## src/rtl/match_referee.sv

```systemverilog
// rtl/match_referee.sv - sequential two-player match referee with optional early exit
module match_referee #(
    parameter int ROUNDS     = 9,
    parameter int CNT_W      = 4,
    parameter int EARLY_EXIT = 1
) (
    input  logic             i_clk,
    input  logic             i_reset,
    input  logic             i_start,
    input  logic             i_round_valid,
    input  logic [1:0]       i_round_result,
    output logic             o_busy,
    output logic [CNT_W-1:0] o_round,
    output logic [CNT_W-1:0] o_win,
    output logic [CNT_W-1:0] o_lose,
    output logic             o_fin,
    output logic             o_early,
    output logic [1:0]       o_printwinner
);

    typedef enum logic [1:0] {
        ST_IDLE = 2'd0,
        ST_PLAY = 2'd1,
        ST_DONE = 2'd2
    } state_t;

    localparam logic [CNT_W-1:0] L_ROUNDS   = CNT_W'(ROUNDS);
    localparam logic [CNT_W:0]   L_ROUNDS_E = (CNT_W + 1)'(ROUNDS);

    localparam logic [1:0] PW_NONE = 2'b00;
    localparam logic [1:0] PW_TIE  = 2'b01;
    localparam logic [1:0] PW_P1   = 2'b10;
    localparam logic [1:0] PW_P2   = 2'b11;

    state_t           r_state;
    state_t           w_state_next;
    logic [CNT_W-1:0] r_round;
    logic [CNT_W-1:0] r_win;
    logic [CNT_W-1:0] r_lose;
    logic             r_early;
    logic [1:0]       r_pw;
    logic [CNT_W-1:0] w_round_next;
    logic [CNT_W-1:0] w_win_next;
    logic [CNT_W-1:0] w_lose_next;
    logic             w_early_next;
    logic [1:0]       w_pw_next;

    // Candidate counters if the current round is accepted, and the decision on them
    logic             w_accept;
    logic [CNT_W-1:0] w_acc_round;
    logic [CNT_W-1:0] w_acc_win;
    logic [CNT_W-1:0] w_acc_lose;
    logic [CNT_W:0]   w_win_e;
    logic [CNT_W:0]   w_lose_e;
    logic [CNT_W:0]   w_rem_e;
    logic             w_last_round;
    logic             w_decided;
    logic [1:0]       w_acc_pw;

    assign w_accept     = i_round_valid & (i_round_result != 2'b00) & ~i_start;
    assign w_acc_round  = r_round + CNT_W'(1);
    assign w_acc_win    = (i_round_result == 2'b10) ? r_win + CNT_W'(1) : r_win;
    assign w_acc_lose   = (i_round_result == 2'b11) ? r_lose + CNT_W'(1) : r_lose;
    // Extra bit keeps "score + remaining" from overflowing the counter width
    assign w_win_e      = {1'b0, w_acc_win};
    assign w_lose_e     = {1'b0, w_acc_lose};
    assign w_rem_e      = L_ROUNDS_E - {1'b0, w_acc_round};
    assign w_last_round = (w_acc_round == L_ROUNDS);
    assign w_decided    = (w_win_e > w_lose_e + w_rem_e) | (w_lose_e > w_win_e + w_rem_e);
    assign w_acc_pw     = (w_acc_win > w_acc_lose) ? PW_P1 :
                          (w_acc_lose > w_acc_win) ? PW_P2 : PW_TIE;

    // State register
    always_ff @(posedge i_clk or posedge i_reset) begin
        if (i_reset) begin
            r_state <= ST_IDLE;
        end else begin
            r_state <= w_state_next;
        end
    end

    // Next-state and next-counter logic; start always wins over a round in the same cycle
    always_comb begin
        w_state_next = r_state;
        w_round_next = r_round;
        w_win_next   = r_win;
        w_lose_next  = r_lose;
        w_early_next = r_early;
        w_pw_next    = r_pw;
        case (r_state)
            ST_IDLE: begin
                if (i_start) begin
                    w_state_next = ST_PLAY;
                    w_round_next = '0;
                    w_win_next   = '0;
                    w_lose_next  = '0;
                    w_early_next = 1'b0;
                    w_pw_next    = PW_NONE;
                end
            end
            ST_PLAY: begin
                if (i_start) begin
                    w_round_next = '0;
                    w_win_next   = '0;
                    w_lose_next  = '0;
                end else if (w_accept) begin
                    w_round_next = w_acc_round;
                    w_win_next   = w_acc_win;
                    w_lose_next  = w_acc_lose;
                    if (w_last_round) begin
                        w_state_next = ST_DONE;
                        w_early_next = 1'b0;
                        w_pw_next    = w_acc_pw;
                    end else if ((EARLY_EXIT != 0) && w_decided) begin
                        w_state_next = ST_DONE;
                        w_early_next = 1'b1;
                        w_pw_next    = w_acc_pw;
                    end
                end
            end
            ST_DONE: begin
                if (i_start) begin
                    w_state_next = ST_PLAY;
                    w_round_next = '0;
                    w_win_next   = '0;
                    w_lose_next  = '0;
                    w_early_next = 1'b0;
                    w_pw_next    = PW_NONE;
                end
            end
            default: begin
                w_state_next = ST_IDLE;
            end
        endcase
    end

    // Counter, early flag and winner registers
    always_ff @(posedge i_clk or posedge i_reset) begin
        if (i_reset) begin
            r_round <= '0;
            r_win   <= '0;
            r_lose  <= '0;
            r_early <= 1'b0;
            r_pw    <= PW_NONE;
        end else begin
            r_round <= w_round_next;
            r_win   <= w_win_next;
            r_lose  <= w_lose_next;
            r_early <= w_early_next;
            r_pw    <= w_pw_next;
        end
    end

    assign o_busy        = (r_state == ST_PLAY);
    assign o_fin         = (r_state == ST_DONE);
    assign o_round       = r_round;
    assign o_win         = r_win;
    assign o_lose        = r_lose;
    assign o_early       = r_early;
    assign o_printwinner = r_pw;

endmodule

```

## config.mk

```make
export PLATFORM = sky130hd
export DESIGN_NAME = match_referee
export DESIGN_NICKNAME = d
export VERILOG_FILES = /design/src/rtl/match_referee.sv
export SDC_FILE = /design/constraint.sdc
export NUM_CORES = 1
export LEC_CHECK = 0
export ABC_AREA = 1
export BUFFER_PORTS_ARGS = -buffer_cell sky130_fd_sc_hd__buf_2
export CAP_MARGIN = 20
export CELL_PAD_IN_SITES_DETAIL_PLACEMENT = 1
export CELL_PAD_IN_SITES_GLOBAL_PLACEMENT = 2
export CORE_AREA = 2 2 104 56
export CTS_CLUSTER_SIZE = 24
export DETAILED_ROUTE_END_ITERATION = 10
export DIE_AREA = 0 0 106 58
export PLACE_DENSITY = 0.94
export SETUP_SLACK_MARGIN = 0.1
export SLEW_MARGIN = 20
export SYNTH_ARGS = -nofsm -noshare
export SYNTH_HDL_FRONTEND = slang
export SYNTH_SLANG_ARGS = --single-unit
```

## constraint.sdc

```tcl
create_clock -name i_clk -period 8.7 [get_ports i_clk]
set_clock_uncertainty 0.15 [all_clocks]
set_input_delay 0.87 -clock i_clk [delete_from_list [all_inputs] [get_ports i_clk]]
set_output_delay 0.87 -clock i_clk [all_outputs]
set_load 0.05 [all_outputs]
```

# Word-level counts from Yosys, hierarchy flattened
# Cells that the tools add are included.
# Widths: inputs -> output; s select.
[totals]
input_bits = 6
ff_bits = 17
elab_cells = 69
[classes]
n_addsub = 6
n_reduce_logical = 7
n_eq_ne = 10
bitwise = 4
order_cmp = 4
muxes = 32
[ops]
columns = ["cell", "count"]
rows = [
  ["$mux 4", 9],
  ["$mux 2", 12],
  ["$pmux 4 s2", 3],
  ["$add 4x1->4 const B", 3],
  ["$add 4x5->5", 2],
  ["$gt 4x5->1", 2],
  ["$gt 4x4->1", 2],
  ["$pmux 2 s2", 2],
  ["$eq 2x2->1 const B", 3],
  ["$mux 1", 5],
  ["$reduce_and 5->1", 1],
  ["$sub 4x4->5 const A", 1],
  ["$eq 4x4->1 const B", 1],
  ["$ne 2x1->1 const B", 2],
  ["$reduce_and 4->1", 1],
  ["$reduce_bool 2->1", 2],
  ["$ne 3x1->1 const B", 1],
  ["$ne 3x2->1 const B", 1],
  ["$reduce_and 3->1", 1],
  ["$and 1x1->1", 2],
  ["$eq 2x1->1 const B", 1],
  ["$logic_not 2->1", 1],
  ["$ne 2x2->1 const B", 1],
  ["$pmux 1 s2", 1],
  ["other kinds (3)", 3],
]

# Logic depth before layout (Yosys ltp)
# Gate-level depths: netlist (run 1).
[logic_depth]
ltp_word = 10
depth_mapped = 21
ltp_nobuf = 21

# Worst setup path before layout (run 1)
# Ideal clock, no wire load.
[synth_timing]
path_type = "flip-flop to flip-flop"
start = "reg r_round[0], in the netlist o_round[0]"
end = "reg r_early, in the netlist o_early"
setup_slack_ps = 5332
stages_incl_launch_ff = 21
arrival_time_ps = 3153
synth_period_minus_slack_ps = 3368
required_ps = 8484
setup_ps = 66
path_buffers = 0
path_cell_list = "dfrtp_1 > ha_1 > inv_1 > nand3_2 > nand2_1 > inv_1 > ha_1 > inv_1 > o221ai_1 > xnor2_1 > ha_1 > nand2_1 > inv_1 > nand3_1 > nor2_1 > nor2_2 > nand2_1 > nand3_4 > nand3_2 > nand2_1 > nand2_1"
[synth_between]
elab_chain_len = 7
[synth_rtl]
columns = ["element", "line_no", "source"]
rows = [
  ["start, declared", "37", "logic [CNT_W-1:0] r_round;"],
  ["start signal, assigned", "146", "r_round <= w_round_next;"],
  ["$add 4x1->4 *", "61", "assign w_acc_round = r_round + CNT_W'(1);"],
  ["$sub 4x4->5", "67", "assign w_rem_e = L_ROUNDS_E - {1'b0, w_acc_round};"],
  ["$add 4x5->5", "69", "assign w_decided = (w_win_e > w_lose_e + w_rem_e) | (w_lose_e > w_win_e + w_rem_e);"],
  ["$gt 4x5->1", "69", ""],
  ["$or 1x1->1", "69", ""],
  ["$ne 3x1->1 (no line)", "-", ""],
  ["$reduce_and 5->1 (no line)", "-", ""],
  ["end signal, assigned", "149", "r_early <= w_early_next;"],
  ["end, declared", "40", "logic r_early;"],
]
# Mark *: on every way between the ends. The rest lies on a longest branch, timed or not. The select of a mux whose other input is x is not followed.
# A chain may end at the register's enable or synchronous reset.

# Worst setup path in the final report (run 1)
[layout_timing]
start = "reg r_round[0], in the netlist o_round[0]"
end = "reg r_state[1]"
[layout_between]
elab_chain_len = 7
[layout_rtl]
columns = ["element", "line_no", "source"]
rows = [
  ["$add 4x1->4 *", "61", ""],
  ["$sub 4x4->5", "67", ""],
  ["$add 4x5->5", "69", ""],
  ["$gt 4x5->1", "69", ""],
  ["$or 1x1->1", "69", ""],
  ["$ne 3x1->1 (no line)", "-", ""],
  ["$reduce_and 4->1 (no line)", "-", ""],
  ["end signal, assigned", "78", "r_state <= w_state_next;"],
  ["end, declared", "35", "state_t r_state;"],
]
# Marks and branches as above.

==> results of run 1 <==
-- cells by family (layout without fill, tap and decap cells) --
family          count (synthesis)  count (layout)  share of synthesized area
simple gates                  129             129                      0.356
xor+xnor                        5               5                     0.0253
fa+ha+maj                      20              20                      0.145
compound gates                 28              28                     0.0962
buf+inv                        60              86                      0.132
flops                          17              17                      0.246
-- metal layers --
| metal | vias to the layer above | track usage | share of wire |
|---|---|---|---|
| met1 | 823 | 0.301 | 0.58 |
| met2 | 28 | 0.261 | 0.38 |
| met5 | - | 0 | 0 |
| li1 | 884 | - | - |
| met4 | 0 | 0.0132 | 0 |
| met3 | 0 | 0.0349 | 0.031 |
-- sequential cells by signal, indices dropped and copies added (netlist names) --
signal and cells:
o_early 1, o_round 4, o_win 4, r_state 2, o_lose 4, o_printwinner 2
-- worst paths after layout --
path | startpoint | end | slack, ns
worst max-delay path | o_round[0] | r_state[1] | 5.03
worst min-delay path | o_early | o_early | 0.32
worst max register to register | o_round[0] | r_state[1] | 5.03
worst min register to register | o_early | o_early | 0.32
max in group asynchronous | i_reset | r_state[0] | 7.42
min in group asynchronous | i_reset | o_lose[2] | 0.55
-- where the power goes --
group	switching [mW]	total (mW)	leakage (nW)	internal [mW]
sequential	0.0197	0.118	0.225	0.0985
combinational	0.343	0.497	0.899	0.154
clock	0.0286	0.0604	0.0255	0.0318
-- area by class of cell --
cell class	count	area [um2]
repair buffers	22	110
well taps	73	91.3
flip-flops and latches	17	425
clock buffers	3	41.3
multi-input cells	182	1080
clock inverters	1	5.00
inverters	60	228
fillers	688	3280
-- cells in the final DEF (no fill, tap or decap), types with 2 or more instances in the layout --
| cell | Yosys | layout |
|---|---|---|
| a21oi_1 | 8 | 8 |
| buf_2 | 0 | 22 |
| clkbuf_8 | 0 | 3 |
| clkinv_1 | 2 | 2 |
| dfrtp_1 | 17 | 17 |
| ha_1 | 20 | 20 |
| inv_1 | 55 | 55 |
| inv_2 | 2 | 2 |
| nand2_1 | 70 | 70 |
| nand2_2 | 9 | 9 |
| nand3_1 | 21 | 21 |
| nand3_2 | 7 | 7 |
| nand4_1 | 8 | 8 |
| nor2_1 | 10 | 10 |
| nor3_1 | 2 | 2 |
| o21ai_0 | 6 | 6 |
| o22ai_1 | 8 | 8 |
| xor2_1 | 4 | 4 |
-- stage by stage --
stage,std cells,util,total power [mW],instance area [um2]
2_1_floorplan,259,-,0.492,1730
3_3_place_gp,354,0.367,0.601,1930
3_5_place_dp,354,0.367,0.613,1930
4_1_cts,358,0.376,0.678,1980
5_1_grt,358,0.376,0.748,1980
6_report,358,0.376,0.675,1980
-- critical path, delay by kind of cell, from the launching register on --
family | cells | cell delay, ns
buf+inv | 4 | 0.49
simple gates | 11 | 1.06
compound gates | 1 | 0.15
fa+ha+maj | 3 | 1.09
flops | 1 | 0.50
xor+xnor | 1 | 0.16
==> flow_metrics.tcl, run 1 <==
set metrics [dict create \
    synth_top_area_share 0.246 \
    antenna_left 0 \
    pre_cts_ws_ns 4.84 \
    syn-num-nets 285 \
    hold_path_class "reg -> reg" \
    io_pins 23 \
    wl_um 5330 \
    drtPass1Iterations 4 \
    maxCapViolCount 0 \
    post_cts_resized 0 \
    area_growth_pct 14.3 \
    clk_pin_slew_ns 0.07 \
    async_reset_ff_frac 1.00 \
    cellLeakagePower_nw 1.15 \
    crit_path_end_kind "register" \
    status "finished, final reports clean" \
    grt_pass1_wl_um 8810 \
    routabilityCongestion 0.952 \
    drv_slew 0 \
    worstPathCellList "ha_1 > inv_1 > nand3_2 > nand2_1 > inv_1 > ha_1 > inv_1 > o221ai_1 > xnor2_1 > ha_1 > nand2_1 > inv_1 > nand3_1 > nor2_1 > nor2_2 > nand2_1 > nand3_4 > nand3_1 > nand2_1 > nand2_1" \
    drc 0 \
    grt_usage 0.186 \
    min_path_cells 2 \
    die_area_mm2 0.00615 \
    fin_crit_sh 0.422 \
    clock-root-buffer "clkbuf_8" \
    critPathMaxStageDelay_ns 0.50 \
    whs_ns 0.315 \
    die_h_um 58 \
    r2r_cells 20 \
    max_slew_margin 0.551 \
    critPathSlowestCell "dfrtp_1" \
    yosys-top-cells-count "nand2_1 (70), inv_1 (55), nand3_1 (21)" \
    synth_edf_count 0 \
    rsz0062_at_grt "false" \
    cp.arrival_ns 3.71 \
    critical_path_class "reg -> reg" \
    syn_inst 259 \
    fmax_mhz 273 \
    clockBufferDepth 2 \
    routed_via_density 4.85 \
    post_cts_buffers 0 \
    start_util 0.329 \
    required_ns 8.74 \
    dp_hpwl_um 4530 \
    cts_sinks 17 \
    drt_iter0_drc 106 \
    synthDistinctLibCells 26 \
    path_common_cell "nand2_1" \
    fin_setup_tns_ns 0 \
    start_kind "register" \
    placementRows 19 \
    cts_buffers 3 \
    postSynthAreaPerCell_um2 6.68 \
    finalCriticalPeriod_ns 3.67 \
    yosysMostFrequentCell "nand2_1" \
    nNetsFinal 312 \
    vdd_drop_max_uv 153 \
    yosys_warnings 0 \
    diodes 0 \
    synth_seq_cells 17 \
    synthTopCellsByArea "dfrtp_1 (25%), nand2_1 (15%), ha_1 (14%)" \
    core_mm2 0.00525 \
    grt_pass1_vias 1729 \
    port_buffers 22 \
    clk_latency_ns 0.25 \
    drive_above_1_share 0.168 \
    overflow 0 \
    grt_antenna_before_repair 0 \
    final-hold-violation-count 0 \
    ys_seq_area_frac 0.246 \
    grt_max_degree 18 \
    holdBufCountCts 0 \
    powerDensity_mw_per_mm2 342 \
    vias 1735 \
    setup_viol 0 \
    syn_area_mm2 0.00173 \
    worst_slack_ns 5.03 \
    worstMarginPinSlew_ns 0.673 \
    yosys.area.top_type "dfrtp_1" \
    fp.dieW_um 106 \
    ys.flop_type "dfrtp_1" \
    cts_tree "yes" \
    h-tree-depth 1 \
    wl_per_cell_um 14.9 \
    crit_fanout 8 \
]
Note: power is estimated with default switching activity, not from simulation.
==> inputs of run 2 (changes only) <==
- ABC_AREA: 1 -> 0
- CORE_AREA: 2 2 104 56 -> 2 2 106 57
- DIE_AREA: 0 0 106 58 -> 0 0 108 59
- PLACE_DENSITY: 0.94 -> 0.85
- clock period: 8.7 -> 3.1 ns (I/O delays scaled with it)
==> flow_metrics.tcl, run 2 <==
set metrics [dict create \
    status "finished with violations" \
    violations "negative hold slack, negative setup slack" \
    p_sw_frac 0.486 \
    critical_path_class "reg -> reg" \
    yosys.area.top_type "dfrtp_1" \
    overflow 0 \
    fp.dieW_um 108 \
    clk_latency_ns 0.26 \
    powerDensity_mw_per_mm2 714 \
    grt_pass1_vias 1868 \
    die_h_um 59 \
    yosys-top-cells-count "ha_1 (20), o21ai_0 (19), dfrtp_1 (17), inv_1 (17), nand2_1 (16)" \
    grt_max_degree 18 \
    power_frac_seq 0.177 \
    yosys_warnings 0 \
    syn_inst 188 \
    setup_viol 5 \
    most-common-layout-cells "buf_4 (41), buf_2 (22), o21ai_0 (18), inv_1 (17), ha_1 (16)" \
    internal_power_mw 0.872 \
    worstMarginPinSlew_ns 0.710 \
    drive_above_1_share 0.415 \
    crit_fanout 4 \
    top_layer_used "met4" \
    async_reset_ff_frac 1.00 \
    worst_slack_ns -0.551 \
    cellLeakagePower_nw 1.20 \
    io_pins 23 \
    max_slew_margin 0.526 \
    holdBufCountCts 0 \
    r2r_start "o_round[0]" \
    syn_area_mm2 0.00168 \
    maxCapViolCount 0 \
    final_cells 326 \
    vdd_drop_max_uv 379 \
    cts_buffers 3 \
    startpoint "o_round[0]" \
    drc 0 \
    clk_pin_slew_ns 0.08 \
    syn-num-nets 214 \
    fin_crit_sh 1.18 \
    clock-root-buffer "clkbuf_8" \
    p_total_mw 1.70 \
    synth_edf_count 0 \
    synthDistinctLibCells 49 \
    synthTopCellsByArea "dfrtp_1 (25%), ha_1 (15%), o21ai_0 (5.7%)" \
    path_common_cell "ha_4" \
    worstPathCellList "ha_4 > xor3_2 > ha_4 > and2_1 > a31oi_2 > a21oi_2 > or3_1 > nand2_1 > ha_4 > nand3_2 > nor2_1 > mux2i_1 > nand4_1 > a32o_2 > o2bb2ai_1" \
    rsz0062_at_grt "true" \
    crit_path_end_kind "register" \
    ys_seq_area_frac 0.254 \
    whs_ns -0.00191 \
    die_area_mm2 0.00637 \
    cp.arrival_ns 3.64 \
    hold_path_class "in -> async" \
    critPathMaxStageDelay_ns 0.49 \
    finalCriticalPeriod_ns 3.65 \
    cts_tree "yes" \
    wl_met2_um 2780 \
    synth_seq_cells 17 \
    final-hold-violation-count 1 \
    ys.flop_type "dfrtp_1" \
    drv_slew 0 \
    clockBufferDepth 2 \
    pwr-share-comb 0.716 \
    crit_family "simple AND/OR/NAND/NOR gates" \
    p_switching_mw 0.824 \
    routabilityCongestion 0.830 \
    dp_hpwl_um 4370 \
    dp.cells 318 \
    diodes 0 \
    postSynthAreaPerCell_um2 8.91 \
    placementRows 19 \
    met1Wirelength_um 2590 \
    yosysMostFrequentCell "ha_1" \
    core_mm2 0.00535 \
    grt_antenna_before_repair 0 \
    routed_via_density 5.19 \
    required_ns 3.09 \
    area_growth_pct 41.7 \
    pre_cts_ws_ns -0.603 \
    antenna_left 0 \
    wl_um 5510 \
    met3_length_um 87 \
    grt_usage 0.185 \
    start_kind "register" \
    port_buffers 22 \
    fin_util 0.444 \
    fmax_mhz 274 \
    wl_per_cell_um 16.9 \
    critPathSlowestCell "dfrtp_4" \
    path_buf_inv 0 \
    clkPwrFrac 0.107 \
    drt_iter0_drc 30 \
    vias 1693 \
    cts_sinks 17 \
    h-tree-depth 1 \
    fin_setup_tns_ns -2.59 \
    final_common_cell "buf_4" \
    grt_pass1_wl_um 9070 \
    synth_top_area_share 0.254 \
    nNetsFinal 280 \
    start_util 0.313 \
    drtPass1Iterations 4 \
]
==> run 2: cell count changes in the layout (fill, tap and decap cells not counted), sizes merged, moves of 3 or more <==
cell	delta
a21o	+3
a21oi	-4
a31oi	+3
buf	+43
inv	-40
mux2i	+6
nand2	-63
nand3	-23
nand4	-5
o21ai	+12
o22ai	-8
o2bb2ai	+4
xnor2	+9
xor2	+3
==> run 2: per-layer routing <==
metal / GRT usage / vias up
li1: - / 808
met1: 0.228 / 858
met2: 0.356 / 21
met3: 0.0187 / 6
met4: 0.0403 / 0
met5: 0 / -
==> run 2: worst paths after layout <==
kind	to	slack, ns	cells past startpoint
worst max-delay path	o_printwinner[0]	-0.55	15
max in group asynchronous	o_round[0]	2.28	2
min in group i_clk	r_state[1]	0.23	3
worst min-delay path	o_lose[0]	-0.002	2
worst min register to register	o_early	0.35	1
worst max register to register	o_printwinner[0]	-0.55	15
==> run 2: kinds of logic (layout without fill, tap and decap cells) <==
group           Yosys count  in the layout  synth area share
mux                       6              6            0.0456
flops                    17             17             0.254
fa+ha+maj                22             22             0.161
buf+inv                  22             87            0.0493
xor+xnor                 19             19             0.128
compound gates           49             49             0.198
simple gates             53             53             0.164
==> run 2: per-stage QoR <==
step	area [um2]	hold WS, ns
3_3_place_gp	2240	0.296
5_1_grt	2370	0.0615
6_report	2370	-0.00191
2_1_floorplan	1750	0.0857
4_1_cts	2360	0.0265
3_5_place_dp	2240	0.315
==> run 2: repair_timing <==
item,4_1_cts,5_1_grt
setup buffers,4,0
hold endpoints to repair,0,0
resized for setup,7,3
pin swaps,5,1
setup endpoints to repair,5,5
==> run 2: power by group through the flow <==
stage	Sequential (mW)	Clock [mW]	Combinational [mW]
2_1_floorplan	0.413	0	0.649
3_3_place_gp	0.300	0	1.05
3_5_place_dp	0.303	0	1.09
4_1_cts	0.300	0.183	1.19
5_1_grt	0.308	0.194	1.32
6_report	0.300	0.182	1.21
==> run 2: final cells by class <==
| cell class | instances | area (um2) |
|---|---|---|
| Clock buffer | 3 | 41.3 |
| Clock inverter | 1 | 5.00 |
| Fill cell | 640 | 2970 |
| Inverter | 18 | 67.6 |
| Multi-Input combinational cell | 149 | 1280 |
| Sequential cell | 17 | 437 |
| Tap cell | 73 | 91.3 |
| Timing Repair Buffer | 65 | 449 |
